## src/rtl/add_serial_digit.sv

```systemverilog
// rtl/add_serial_digit.sv - digit-serial adder/subtractor with valid/ready operand and result handshakes
module add_serial_digit #(
    parameter int WIDTH = 8,
    parameter int DIGIT = 1
) (
    input  logic             clk,
    input  logic             rst,
    input  logic             in_valid,
    output logic             in_ready,
    input  logic [WIDTH-1:0] a,
    input  logic [WIDTH-1:0] b,
    input  logic             sub,
    input  logic             cin,
    output logic             out_valid,
    input  logic             out_ready,
    output logic [WIDTH-1:0] sum,
    output logic             cout,
    output logic             ovf,
    output logic             busy
);

    localparam int STEPS = WIDTH / DIGIT;
    localparam int CW    = $clog2(STEPS + 1);

    typedef enum logic [1:0] {
        S_IDLE = 2'b00,
        S_ADD  = 2'b01,
        S_DONE = 2'b10
    } state_t;

    state_t            state_q, state_d;
    logic [WIDTH-1:0]  a_q, a_d, b_q, b_d, sum_q, sum_d;
    logic              carry_q, carry_d, cout_q, cout_d, ovf_q, ovf_d;
    logic [CW-1:0]     count_q, count_d;

    logic [DIGIT:0]        digit_res;
    logic [WIDTH+DIGIT-1:0] sum_cat;
    logic                  last_step;
    logic                  msb_cin;

    assign digit_res = {1'b0, a_q[DIGIT-1:0]} + {1'b0, b_q[DIGIT-1:0]} + {{DIGIT{1'b0}}, carry_q};
    assign sum_cat   = {digit_res[DIGIT-1:0], sum_q};
    assign last_step = (count_q == CW'(STEPS - 1));
    // Carry into the top bit of the digit, recovered from its sum bit and operand bits.
    assign msb_cin   = digit_res[DIGIT-1] ^ a_q[DIGIT-1] ^ b_q[DIGIT-1];

    always_ff @(posedge clk) begin
        if (rst) begin
            state_q <= S_IDLE;
            a_q     <= '0;
            b_q     <= '0;
            sum_q   <= '0;
            carry_q <= 1'b0;
            cout_q  <= 1'b0;
            ovf_q   <= 1'b0;
            count_q <= '0;
        end else begin
            state_q <= state_d;
            a_q     <= a_d;
            b_q     <= b_d;
            sum_q   <= sum_d;
            carry_q <= carry_d;
            cout_q  <= cout_d;
            ovf_q   <= ovf_d;
            count_q <= count_d;
        end
    end

    always_comb begin
        state_d = state_q;
        case (state_q)
            S_IDLE:  if (in_valid)  state_d = S_ADD;
            S_ADD:   if (last_step) state_d = S_DONE;
            S_DONE:  if (out_ready) state_d = S_IDLE;
            default: state_d = S_IDLE;
        endcase
    end

    always_comb begin
        in_ready  = (state_q == S_IDLE);
        out_valid = (state_q == S_DONE);
        busy      = (state_q == S_ADD) || (state_q == S_DONE);
    end

    always_comb begin
        a_d     = a_q;
        b_d     = b_q;
        sum_d   = sum_q;
        carry_d = carry_q;
        cout_d  = cout_q;
        ovf_d   = ovf_q;
        count_d = count_q;
        if (state_q == S_IDLE && in_valid) begin
            // Subtraction is a + ~b + 1, so cin is replaced by the forced carry.
            a_d     = a;
            b_d     = sub ? ~b : b;
            carry_d = sub ? 1'b1 : cin;
            count_d = '0;
            sum_d   = '0;
        end else if (state_q == S_ADD) begin
            a_d     = a_q >> DIGIT;
            b_d     = b_q >> DIGIT;
            sum_d   = sum_cat[WIDTH+DIGIT-1:DIGIT];
            carry_d = digit_res[DIGIT];
            count_d = count_q + CW'(1);
            if (last_step) begin
                cout_d = digit_res[DIGIT];
                ovf_d  = msb_cin ^ digit_res[DIGIT];
            end
        end
    end

    assign sum  = sum_q;
    assign cout = cout_q;
    assign ovf  = ovf_q;

endmodule

```

## config.mk

```make
export PLATFORM = sky130hd
export DESIGN_NAME = add_serial_digit
export DESIGN_NICKNAME = d
export VERILOG_FILES = /design/src/rtl/add_serial_digit.sv
export SDC_FILE = /design/constraint.sdc
export NUM_CORES = 1
export LEC_CHECK = 0
export CAP_MARGIN = 10
export CORE_AREA = 2 2 65 67
export CTS_BUF_LIST = sky130_fd_sc_hd__clkbuf_16
export DETAILED_ROUTE_END_ITERATION = 7
export DIE_AREA = 0 0 67 69
export HOLD_SLACK_MARGIN = 0.03
export PLACE_DENSITY_LB_ADDON = 0.2
export SLEW_MARGIN = 5
export SYNTH_ARGS = -nofsm -noshare
export SYNTH_HDL_FRONTEND = slang
export SYNTH_SLANG_ARGS = --single-unit
```

## constraint.sdc

```tcl
create_clock -name clk -period 1.7 [get_ports clk]
set_input_delay 0.255 -clock clk [delete_from_list [all_inputs] [get_ports clk]]
set_output_delay 0.255 -clock clk [all_outputs]
set_load 0.005 [all_outputs]
```

[Word level (Yosys, flattened, before mapping)]
Cells that the tools add are included.
Cells by class
  equal/unequal tests: 6
  add/subtract/negate cells: 3
  bitwise operators: 5
  reduce and logical (&&, ||, !) cells: 7
  mux-type cells: 12
Operators by type and width (number)
  $mux 8: 5
  $not 8->8: 1
  $mux 2: 3
  $pmux 2 s3: 1
  $reduce_and 3->1: 2
  $add 4x1->4 const B: 1
  $eq 4x3->1 const B: 1
  $ne 2x2->1 const B: 2
  $mux 1: 3
  $xor 1x1->1: 3
  $add 1x1->2: 1
  $add 2x1->2: 1
  $eq 2x1->1 const B: 1
  $eq 2x2->1 const B: 1
  $logic_not 2->1: 1
  $ne 2x1->1 const B: 1
  $reduce_bool 2->1: 1
  $reduce_or 2->1: 1
  $logic_and 1x1->1: 1
  $logic_or 1x1->1: 1
  $not 1->1: 1
Word-level totals
  input port bits: 22
  register bits after elaboration: 33
  word-level logic and storage cells: 41
  output and inout bits: 13

[Logic depth before layout (Yosys ltp)]
Gate-level depths: netlist (run 1).
  word-level depth: 5
  mapped depth: 7
  mapped depth without buffers: 5

[Worst setup path before layout (run 1)]
OpenSTA, ideal clock, no wires.
  path kind: register to register
  start: reg a_q[0]
  end: reg ovf_q, in the netlist ovf
  data arrival time: 1.308 ns
  clock period less this slack: 1.387 ns
  library setup time: 0.079 ns
  path buffers: 0
  data required time: 1.621 ns
  setup slack: 0.313 ns
  stages on the path, launching flop included: 5
  cells stage by stage: dfxtp_1 fa_1 xnor2_1 xnor2_1 a211oi_2
On the way
  word-level cells in the longest chain between the ends: 5
RTL lines
  start: declaration: line 32  | logic [WIDTH-1:0] a_q, a_d, b_q, b_d, sum_q, sum_d;
  start signal: assignment: line 50  | a_q <= '0;
  start signal: assignment: line 59  | a_q <= a_d;
  $add 1x1->2: line 41  | assign digit_res = {1'b0, a_q[DIGIT-1:0]} + {1'b0, b_q[DIGIT-1:0]} + {{DIGIT{1'b0}}, carry_q};
  $add 2x1->2: line 41
  named net digit_res[0]: line 36  | logic [DIGIT:0] digit_res;
  $xor 1x1->1 (2 in a row): line 45  | assign msb_cin = digit_res[DIGIT-1] ^ a_q[DIGIT-1] ^ b_q[DIGIT-1];
  $xor 1x1->1: line 108  | ovf_d = msb_cin ^ digit_res[DIGIT];
  end signal: assignment: line 64  | ovf_q <= ovf_d;
  end: declaration: line 33  | logic carry_q, carry_d, cout_q, cout_d, ovf_q, ovf_d;
The timed path passes the listed nets, and every way through them passes these cells.
A chain may end at the register's enable or synchronous reset.

[Worst setup path after layout (run 1)]
  start: reg state_q[1]
  end: out out_valid
On the way
  word-level cells in the longest chain between the ends: 1
RTL lines
  start: declaration: line 31  | state_t state_q, state_d;
  start signal: assignment: line 58  | state_q <= state_d;
  $eq 2x2->1: line 81  | out_valid = (state_q == S_DONE);
  end: declaration: line 14  | output logic out_valid,
Every way passes these cells.

==> results.md, run 1 <==
* Status: completed
* Overall Global Routing Usage at 15.3%
* IR Drop Worst-Case VDD at 0.676 mV
* Slew @ Worst Pin at 0.432 ns
* Syn Area/Cell at 9.99 sq um
* Cell family with most CP delay: buffers and inverters
* Total detailed-routing wirelength at 3020 um
* Design Area, Final at 2130 sq um
* Clock Sinks at 33
* WHS Path Cells at 2
* Clk_skew at around 0.0023 ns
* Initial Utilization at 40.8%
* Mapped Cells at 160
* Multi-input gate area at 848 sq um
* Routed WL per cell at 12.3 um
* Max Cap Viol at 0
* Worst min-delay path class: flip-flop to flip-flop
* Vias/cell at 4.87
* Pre-antenna DRT Iters at 4
* Vias in the first global route at 1191
* Crit end category: output pin
* Root Buffer: clkbuf_16
* Initial antenna violation count at 0
* Max Root-Sink Buffers at 2
* Crit path DAT at between 1 and 1.5 ns
* Final hold violations at 0
* Die height at a little under 70 um
* Most common cell after layout, fill and taps aside: clkdlybuf4s50_1
* Final Setup Violations at 0
* Commonest non-fill, non-tap cells in the layout: clkdlybuf4s50_1, dfxtp_1, nor2_1
* Clock Power Share at 32.9%
* Final period utilization at 96.5%
* Slew HR at around 71%
* Seq/Total Area, Yosys at around two fifths
* # nets final at 223
* Largest net degree at the start of global routing at 31
* Area growth, synth to finish at 33.2%
* DRT iter0 DRCs at 29
* Worst r2r path cells at 4
* Unrepaired setup endpoints after global routing: false
* CP required at 1.44 ns
* Die width at between 60 and 70 um
* Synth warn at 0
* Via count at 1198
* Post-detail-place hpwl at around 2100 um
* Site row count at 23
* Crit path launch type: flip-flop
* Peak fanout along the critical path at 2
* Post-Syn Area at 1600 sq um
* Fin Hold WS at 0.487 ns
* Filler Cell Count at 362
* WS Path Type: flip-flop to output pin
* Worst path depth at 3
* Placement-stage cell area at 1960 sq um
* Reg power frac at a little over a third
* Setup TNS at 0 ns
* # diodes at 0
* CTS tree: yes
* Synthesized flop and latch total at 33
* Core box area at just under 4000 sq um
* Worst-path clk slew at 0.05 ns
* Final slew viol count at 0
* H-tree Lvls at 2
* Mapped Nets at 188
* Pint at 0.00181 W
* Share of layout cells above drive strength 1 at approximately an eighth
* Slowest cell delay on critical path at around 0.5 ns
* Pwr Density at 1210 nW/um^2
* NetSw at a little under 0.0008 W
* Post-route ant nets at 0
* Slowest CP cell: clkdlybuf4s50_1
* GRT Residual Overflow at 0
* Combinational power share at 30.6%
* Input/output buffers at 34
* Fin crit period at between 1.5 and 2 ns
* IO Pins at 35
* Post-synth cell types at 30
* Crit-path cells: buf_4 > ha_2 > clkdlybuf4s50_1
* Hold_buf cts at 0
* Switching share of power at 30.0%
* Reg area at roughly 660 sq um
* DRC viols at 0
* Achievable Freq at just over 0.6 GHz
* Worst skew pair latency at 0.28 ns
* CP Buf/Inv Count at 2
* Die Area at 4620 sq um
* Total CTS buffers at 5
* Routability cong. at 0.728
* Leak at 0.793 nW
* First-pass GRT wire length at 5390 um
-- power groups by stage --
stage | Sequential, W | Clock [W] | Combinational [W]
after CTS | 0.000948 | 0.000873 | 0.000794
final | 0.000946 | 0.000850 | 0.000790
after global placement | 0.000953 | 0 | 0.000762
after detailed placement | 0.000958 | 0 | 0.000776
after global routing | 0.000962 | 0.000920 | 0.000869
after floorplan | 0.000940 | 0 | 0.000625
-- layout make-up --
type | count | share of cell area [%]
clock inverters | 3 | 0.823
inverters | 4 | 0.705
repair buffers | 40 | 18.6
multi-input cells | 111 | 39.9
flip-flops and latches | 33 | 31.2
well taps | 50 | 2.94
clock buffers | 5 | 5.88
-- cells by family after synthesis --
| kind of cell | count (synthesis) | share of synthesized area, % |
|---|---|---|
| AO/OA/AOI/OAI | 24 | 11.4 |
| adder cells (fa/ha/maj) | 6 | 5.17 |
| buffers and inverters | 16 | 6.50 |
| multiplexers | 25 | 15.7 |
| XOR/XNOR | 14 | 7.67 |
| AND/OR/NAND/NOR | 42 | 12.3 |
| flip-flops | 33 | 41.3 |
-- synth_stat cells --
master     n  area [sq um]
xor2_1    10          87.6
buf_6      3          33.8
nand2_1    1          3.75
xnor2_1    4          35.0
nand4_1    2          12.5
nand2b_1   3          18.8
nor2_1    26          97.6
a21oi_1    2          10.0
a31o_1     1          8.76
buf_2      2          10.0
or2b_2     1          8.76
a311oi_1   1          8.76
nand2b_2   1          8.76
buf_4      5          37.5
and3b_1    1          8.76
nand3_1    4          20.0
ha_1       5          62.6
a31oi_1    2          12.5
fa_1       1          20.0
nor3_1     1          5.00
o211ai_1   1          7.51
nand2_2    1          6.26
mux2i_1   25           250
clkbuf_1   2          7.51
a21oi_2    1          8.76
a211oi_2   1          12.5
inv_1      4          15.0
a211oi_1  15           113
dfxtp_1   33           661
and3_1     1          6.26
-- per-layer routing --
layer  up-vias  part of all wire [%]  GRT usage [%]
li1        623                     -              -
met1       545                    45           19.4
met2        26                    50           23.4
met3         4                   4.6           5.87
met4         0                  0.83           5.44
met5         -                     0              0
-- worst paths after layout --
path | from | end | slack [ns]
min reg2reg | b_q[7] | b_q[7] | 0.49
max | state_q[1] | out_valid | 0.06
min | b_q[7] | b_q[7] | 0.49
max reg2reg | a_q[0] | ovf | 0.23
-- worst register-to-register path, cell delays in order, from the launching register on --
cell and delay [ns]:
dfxtp_1 0.35, fa_1 0.60, xnor2_1 0.14, xnor2_1 0.10
a211oi_2 0.20
-- sequential cells by signal, indices dropped and copies added (netlist names) --
register,cells
a_q,8
b_q,8
sum,8
count_q,4
state_q,2
carry_q,1
cout,1
ovf,1
-- per-stage QoR --
stage / setup WS [ns] / power [W] / util, % / cells
after detailed placement: 0.163 / 0.00173 / 50.1 / 237
after floorplan: 0.313 / 0.00157 / - / 160
after global routing: 0.00588 / 0.00275 / 54.4 / 246
after CTS: 0.0435 / 0.00262 / 54.3 / 246
final: 0.0589 / 0.00259 / 54.4 / 246
after global placement: 0.209 / 0.00172 / 50.1 / 237
-- what timing repair did --
item                                    in CTS  in global routing
endpoints found under the setup margin       2                  2
resized for setup                            6                  2
buffers inserted                             1                  0
Note: power is estimated with default switching activity, not from simulation.
==> run 2, diff against run 1 <==
==> constraint.sdc (replaced) <==
create_clock -name clk -period 1.7 [get_ports clk]
set_input_delay 0.34 -clock clk [delete_from_list [all_inputs] [get_ports clk]]
set_output_delay 0.34 -clock clk [all_outputs]
set_load 0.005 [all_outputs]
==> results.md, run 2 (synthesis results as in run 1) <==
* Via count at 1198 (unchanged)
* Leak at 0.796 nW (was 0.793 nW)
* # nets final at 222 (was 223)
* Filler Cell Count at 379 (was 362)
* Reg area at 663 sq um (unchanged)
* Vias in the first global route at 1193 (was 1191)
* Worst skew pair latency at 0.27 ns (was 0.28 ns)
* Fin crit period at 1.49 ns (was 1.64 ns)
* Worst-path clk slew at 0.05 ns (about the same)
* WHS Path Cells at 2 (unchanged)
* H-tree Lvls at 2 (unchanged)
* Largest net degree at the start of global routing at 27 (was 31)
* CTS tree: yes (unchanged)
* DRT iter0 DRCs at 17 (was 29)
* Die Area at 4620 sq um (unchanged)
* Slew HR at 72.9% (was 71.2%)
* Slew @ Worst Pin at 0.406 ns (was 0.432 ns)
* Commonest non-fill, non-tap cells in the layout: dfxtp_1, clkdlybuf4s50_1, nor2_1 (was clkdlybuf4s50_1, dfxtp_1, nor2_1)
* Worst min-delay path class: flip-flop to flip-flop (unchanged)
* Final Setup Violations at 0 (unchanged)
* Die width at 67 um (unchanged)
* First-pass GRT wire length at 5350 um (was 5390 um)
* Routability cong. at 0.733 (was 0.728)
* Pwr Density at 1200 nW/um^2 (was 1210 nW/um^2)
* Slowest CP cell: dfxtp_2 (was clkdlybuf4s50_1)
* WS Path Type: flip-flop to output pin (unchanged)
* CP required at 1.36 ns (was 1.44 ns)
* Core box area at 3910 sq um (unchanged)
* Final hold violations at 0 (unchanged)
* IR Drop Worst-Case VDD at 0.486 mV (was 0.676 mV)
* Crit end category: output pin (unchanged)
* Share of layout cells above drive strength 1 at 10.3% (was 12.8%)
* Vias/cell at 4.91 (was 4.87)
* Crit path launch type: flip-flop (unchanged)
* GRT Residual Overflow at 0 (unchanged)
* Clk_skew at 0.00314 ns (was 0.00233 ns)
* Total CTS buffers at 5 (unchanged)
* Crit path DAT at 1.15 ns (was 1.39 ns)
* Final slew viol count at 0 (unchanged)
* Input/output buffers at 34 (unchanged)
* Reg-to-reg setup timing slack at 0.25 ns (was 0.23 ns)
* Post-CTS setup buffers at 0 (was 1)
* Die height at 69 um (unchanged)
* Clock Sinks at 33 (unchanged)
* Status: completed (unchanged)
* Site row count at 23 (unchanged)
* Setup TNS at 0 ns (unchanged)
* Unrepaired setup endpoints after global routing: false (unchanged)
* Multi-input gate area at 846 sq um (was 848 sq um)
* IO Pins at 35 (unchanged)
* DRC viols at 0 (unchanged)
* Routed WL per cell at 12.3 um (about the same)
* Post-route ant nets at 0 (unchanged)
* Achievable Freq at 0.670 GHz (was 0.609 GHz)
* Initial antenna violation count at 0 (unchanged)
* Root Buffer: clkbuf_16 (unchanged)
* Max Root-Sink Buffers at 2 (unchanged)
* # diodes at 0 (unchanged)
* Max Cap Viol at 0 (unchanged)
* Initial Utilization at 40.8% (unchanged)
* Worst r2r path cells at 4 (unchanged)
* Total detailed-routing wirelength at 3000 um (was 3020 um)
* Post-detail-place hpwl at 2240 um (was 2130 um)
* Area growth, synth to finish at 32.6% (was 33.2%)
* Pre-antenna DRT Iters at 4 (unchanged)
* Overall Global Routing Usage at 14.7% (was 15.3%)
* Final period utilization at 87.8% (was 96.5%)
* Crit-path cells: inv_2 > ha_1 > dlygate4sd2_1 (was buf_4 > ha_2 > clkdlybuf4s50_1)
* Slowest cell delay on critical path at 0.34 ns (was 0.51 ns)
* Peak fanout along the critical path at 3 (was 2)
* Fin util at 54.1% (was 54.4%)
## run 2: cell types whose count changed in the layout (fill, tap and decap cells not counted)
cell,change
buf_12,+1
ha_2,-1
inv_1,+1
buf_4,-2
clkinv_1,+1
dlygate4sd2_1,+2
clkinvlp_4,-1
clkinv_2,-2
ha_1,+1
clkdlybuf4s50_1,-2
## run 2: area by class of cell
cell class	instances	area share (%)
multi-input cells	111	39.9
flip-flops and latches	33	31.3
repair buffers	39	18.8
clock buffers	5	5.91
well taps	50	2.95
inverters	4	0.709
clock inverters	2	0.354
## run 2: metrics by stage
step           total power [W]  hold WS [ns]  cells  setup WS, ns  area [sq um]
6_report               0.00255         0.494    244         0.208          2120
2_1_floorplan          0.00157         0.456    160         0.313          1600
4_1_cts                0.00259         0.495    244         0.197          2120
3_3_place_gp           0.00175         0.472    237        0.0621          1970
5_1_grt                0.00271         0.521    244         0.132          2120
3_5_place_dp           0.00177         0.487    237        0.0253          1970
## run 2: worst paths after layout
| path | start | to |
|---|---|---|
| setup / recovery | state_q[0] | out_valid |
| hold / removal | b_q[7] | b_q[7] |
| setup reg to reg | b_q[0] | ovf |
| hold reg to reg | b_q[7] | b_q[7] |
## run 2: power breakdown
group          switching (W)  internal (W)  leakage, nW  total, W
Sequential         0.0000651      0.000879        0.271  0.000944
Clock               0.000278      0.000521       0.0685  0.000799
Combinational       0.000392      0.000412        0.457  0.000804
Total               0.000735       0.00181        0.796   0.00255
## run 2: repair_timing
action,CTS,global route
endpoints found under the setup margin,3,0
gates resized for setup,9,0
hold buffers,0,0
## run 2: critical path: cells and delay by family, from the launching register on
| family | cells | cell delay, ns |
|---|---|---|
| buffers and inverters | 2 | 0.34 |
| DFF | 1 | 0.34 |
| adders and majority gates | 1 | 0.21 |
## run 2: routing by layer
layer	up-vias	part of all wire, %	track usage [%]
met5	-	0	0
met4	0	0.80	4.08
met3	4	5.3	5.06
met2	26	49	23.4
met1	543	45	18.5
li1	625	-	-
==> run 3, diff against run 2 <==
- RECOVER_POWER: not set -> 50
==> results.md, run 3 (synthesis results as in run 1) <==
* IR Drop Worst-Case VDD at 0.483 mV (was 0.486 mV)
* CTS tree: yes (unchanged)
* Achievable Freq at 0.641 GHz (was 0.670 GHz)
* IO Pins at 35 (unchanged)
* Vias/cell at 4.90 (was 4.91)
* Reg power frac at 37.4% (was 37.1%)
* Post-route ant nets at 0 (unchanged)
* Worst skew pair latency at 0.27 ns (about the same)
* Crit path DAT at 1.22 ns (was 1.15 ns)
* CP Buf/Inv Count at 2 (unchanged)
* Routed WL per cell at 12.3 um (about the same)
* Reg area at 662 sq um (was 663 sq um)
* Pwr Density at 1200 nW/um^2 (about the same)
* Inst Count DP at 237 (unchanged)
* DRT iter0 DRCs at 18 (was 17)
* WS Path Type: flip-flop to output pin (unchanged)
* Unrepaired setup endpoints after global routing: false (unchanged)
* Fin util at 53.8% (was 54.1%)
* Slew HR at 72.9% (about the same)
* Leak at 0.803 nW (was 0.796 nW)
* Die width at 67 um (unchanged)
* Via count at 1196 (was 1198)
* CP required at 1.36 ns (about the same)
* Pint at 0.00179 W (was 0.00181 W)
* Fin crit period at 1.56 ns (was 1.49 ns)
* Clock Sinks at 33 (unchanged)
* Slowest cell delay on critical path at 0.34 ns (about the same)
* DRC viols at 0 (unchanged)
* Filler Cell Count at 382 (was 379)
* Final period utilization at 91.7% (was 87.8%)
* Switching share of power at 29.0% (was 28.9%)
* # diodes at 0 (unchanged)
* Pre-CTS WS at 0.0253 ns (unchanged)
* Input/output buffers at 34 (unchanged)
* Post-CTS setup buffers at 0 (unchanged)
* Clock Power Share at 31.8% (was 31.4%)
* Clk_skew at 0.00314 ns (about the same)
* Share of layout cells above drive strength 1 at 9.28% (was 10.3%)
* Crit end category: output pin (unchanged)
* Routability cong. at 0.733 (unchanged)
* NetSw at 0.000729 W (was 0.000735 W)
* Total detailed-routing wirelength at 3000 um (about the same)
* Final hold violations at 0 (unchanged)
* Site row count at 23 (unchanged)
* Die height at 69 um (unchanged)
* Max Cap Viol at 0 (unchanged)
* Cell family with most CP delay: buffers and inverters (was flip-flops)
* Overall Global Routing Usage at 14.7% (unchanged)
* Max Root-Sink Buffers at 2 (unchanged)
* Slew @ Worst Pin at 0.406 ns (about the same)
* Crit-path cells: inv_1 > ha_1 > dlygate4sd2_1 (was inv_2 > ha_1 > dlygate4sd2_1)
* Die Area at 4620 sq um (unchanged)
* Layout Cells excl Fill at 244 (unchanged)
* Post-route setup slack at 0.141 ns (was 0.208 ns)
* Commonest non-fill, non-tap cells in the layout: dfxtp_1, clkdlybuf4s50_1, nor2_1 (unchanged)
* Slowest CP cell: dfxtp_1 (was dfxtp_2)
* Setup TNS at 0 ns (unchanged)
* Root Buffer: clkbuf_16 (unchanged)
* Multi-input gate area at 846 sq um (unchanged)
* Peak fanout along the critical path at 3 (unchanged)
* Initial Utilization at 40.8% (unchanged)
* Largest net degree at the start of global routing at 27 (unchanged)
* Worst-path clk slew at 0.05 ns (about the same)
* Area growth, synth to finish at 31.7% (was 32.6%)
* Final slew viol count at 0 (unchanged)
* Post-detail-place hpwl at 2240 um (unchanged)
* Status: completed (unchanged)
* Most common cell after layout, fill and taps aside: dfxtp_1
* First-pass GRT wire length at 5350 um (unchanged)
* H-tree Lvls at 2 (unchanged)
* Combinational power share at 30.9% (was 31.6%)
* Initial antenna violation count at 0 (unchanged)
* Vias in the first global route at 1193 (unchanged)
* Total CTS buffers at 5 (unchanged)
* Final Setup Violations at 0 (unchanged)
* Crit path launch type: flip-flop (unchanged)
* Worst min-delay path class: flip-flop to flip-flop (unchanged)
* # nets final at 222 (unchanged)
* Pre-antenna DRT Iters at 4 (unchanged)
* GRT Residual Overflow at 0 (unchanged)
* Core box area at 3910 sq um (unchanged)
[run 3: metal layers]
metal	part of all wire, %	GRT usage (%)
met1	45	18.5
met2	49	23.4
met3	5.2	5.06
met4	0.80	4.08
met5	0	0
[run 3: power groups by stage]
stage	logic (W)	registers [W]	clock network [W]
3_5_place_dp	0.000808	0.000958	0
6_report	0.000777	0.000941	0.000799
3_3_place_gp	0.000792	0.000954	0
2_1_floorplan	0.000625	0.000940	0
4_1_cts	0.000819	0.000947	0.000821
5_1_grt	0.000862	0.000955	0.000863
[run 3: timing repair]
| item | 4_1_cts | 5_1_grt |
|---|---|---|
| hold endpoints to repair | 0 | 0 |
| endpoints found under the setup margin | 3 | 0 |
| hold buffers | 0 | 0 |
| resized for setup | 9 | 0 |
[run 3: worst paths after layout]
kind	start	to	slack, ns	cells after the start
setup reg to reg	state_q[1]	count_q[3]	0.16	6
hold / removal	sum[0]	sum[0]	0.49	2
hold reg to reg	sum[0]	sum[0]	0.49	2
setup / recovery	state_q[0]	out_valid	0.14	3
[run 3: tightest hold or removal path: cells and delay by family (launching register included)]
family | cells | cell delay [ns]
flops | 1 | 0.32
simple gates | 1 | 0.07
mux | 1 | 0.07
[run 3: final cells by class]
| cell class | instances | area share [%] |
|---|---|---|
| clock inverter | 2 | 0.357 |
| clock buffer | 5 | 5.95 |
| multi-input combinational | 111 | 40.2 |
| timing repair buffer | 39 | 18.4 |
| inverter | 4 | 0.713 |
| sequential | 33 | 31.5 |
| tap | 50 | 2.97 |
[run 3: through the flow]
step / hold WS [ns] / power, W / instance area (sq um)
floorplan: 0.456 / 0.00157 / 1600
global placement: 0.472 / 0.00175 / 1970
detailed placement: 0.487 / 0.00177 / 1970
CTS: 0.495 / 0.00259 / 2120
global route: 0.520 / 0.00268 / 2100
finish: 0.492 / 0.00252 / 2100
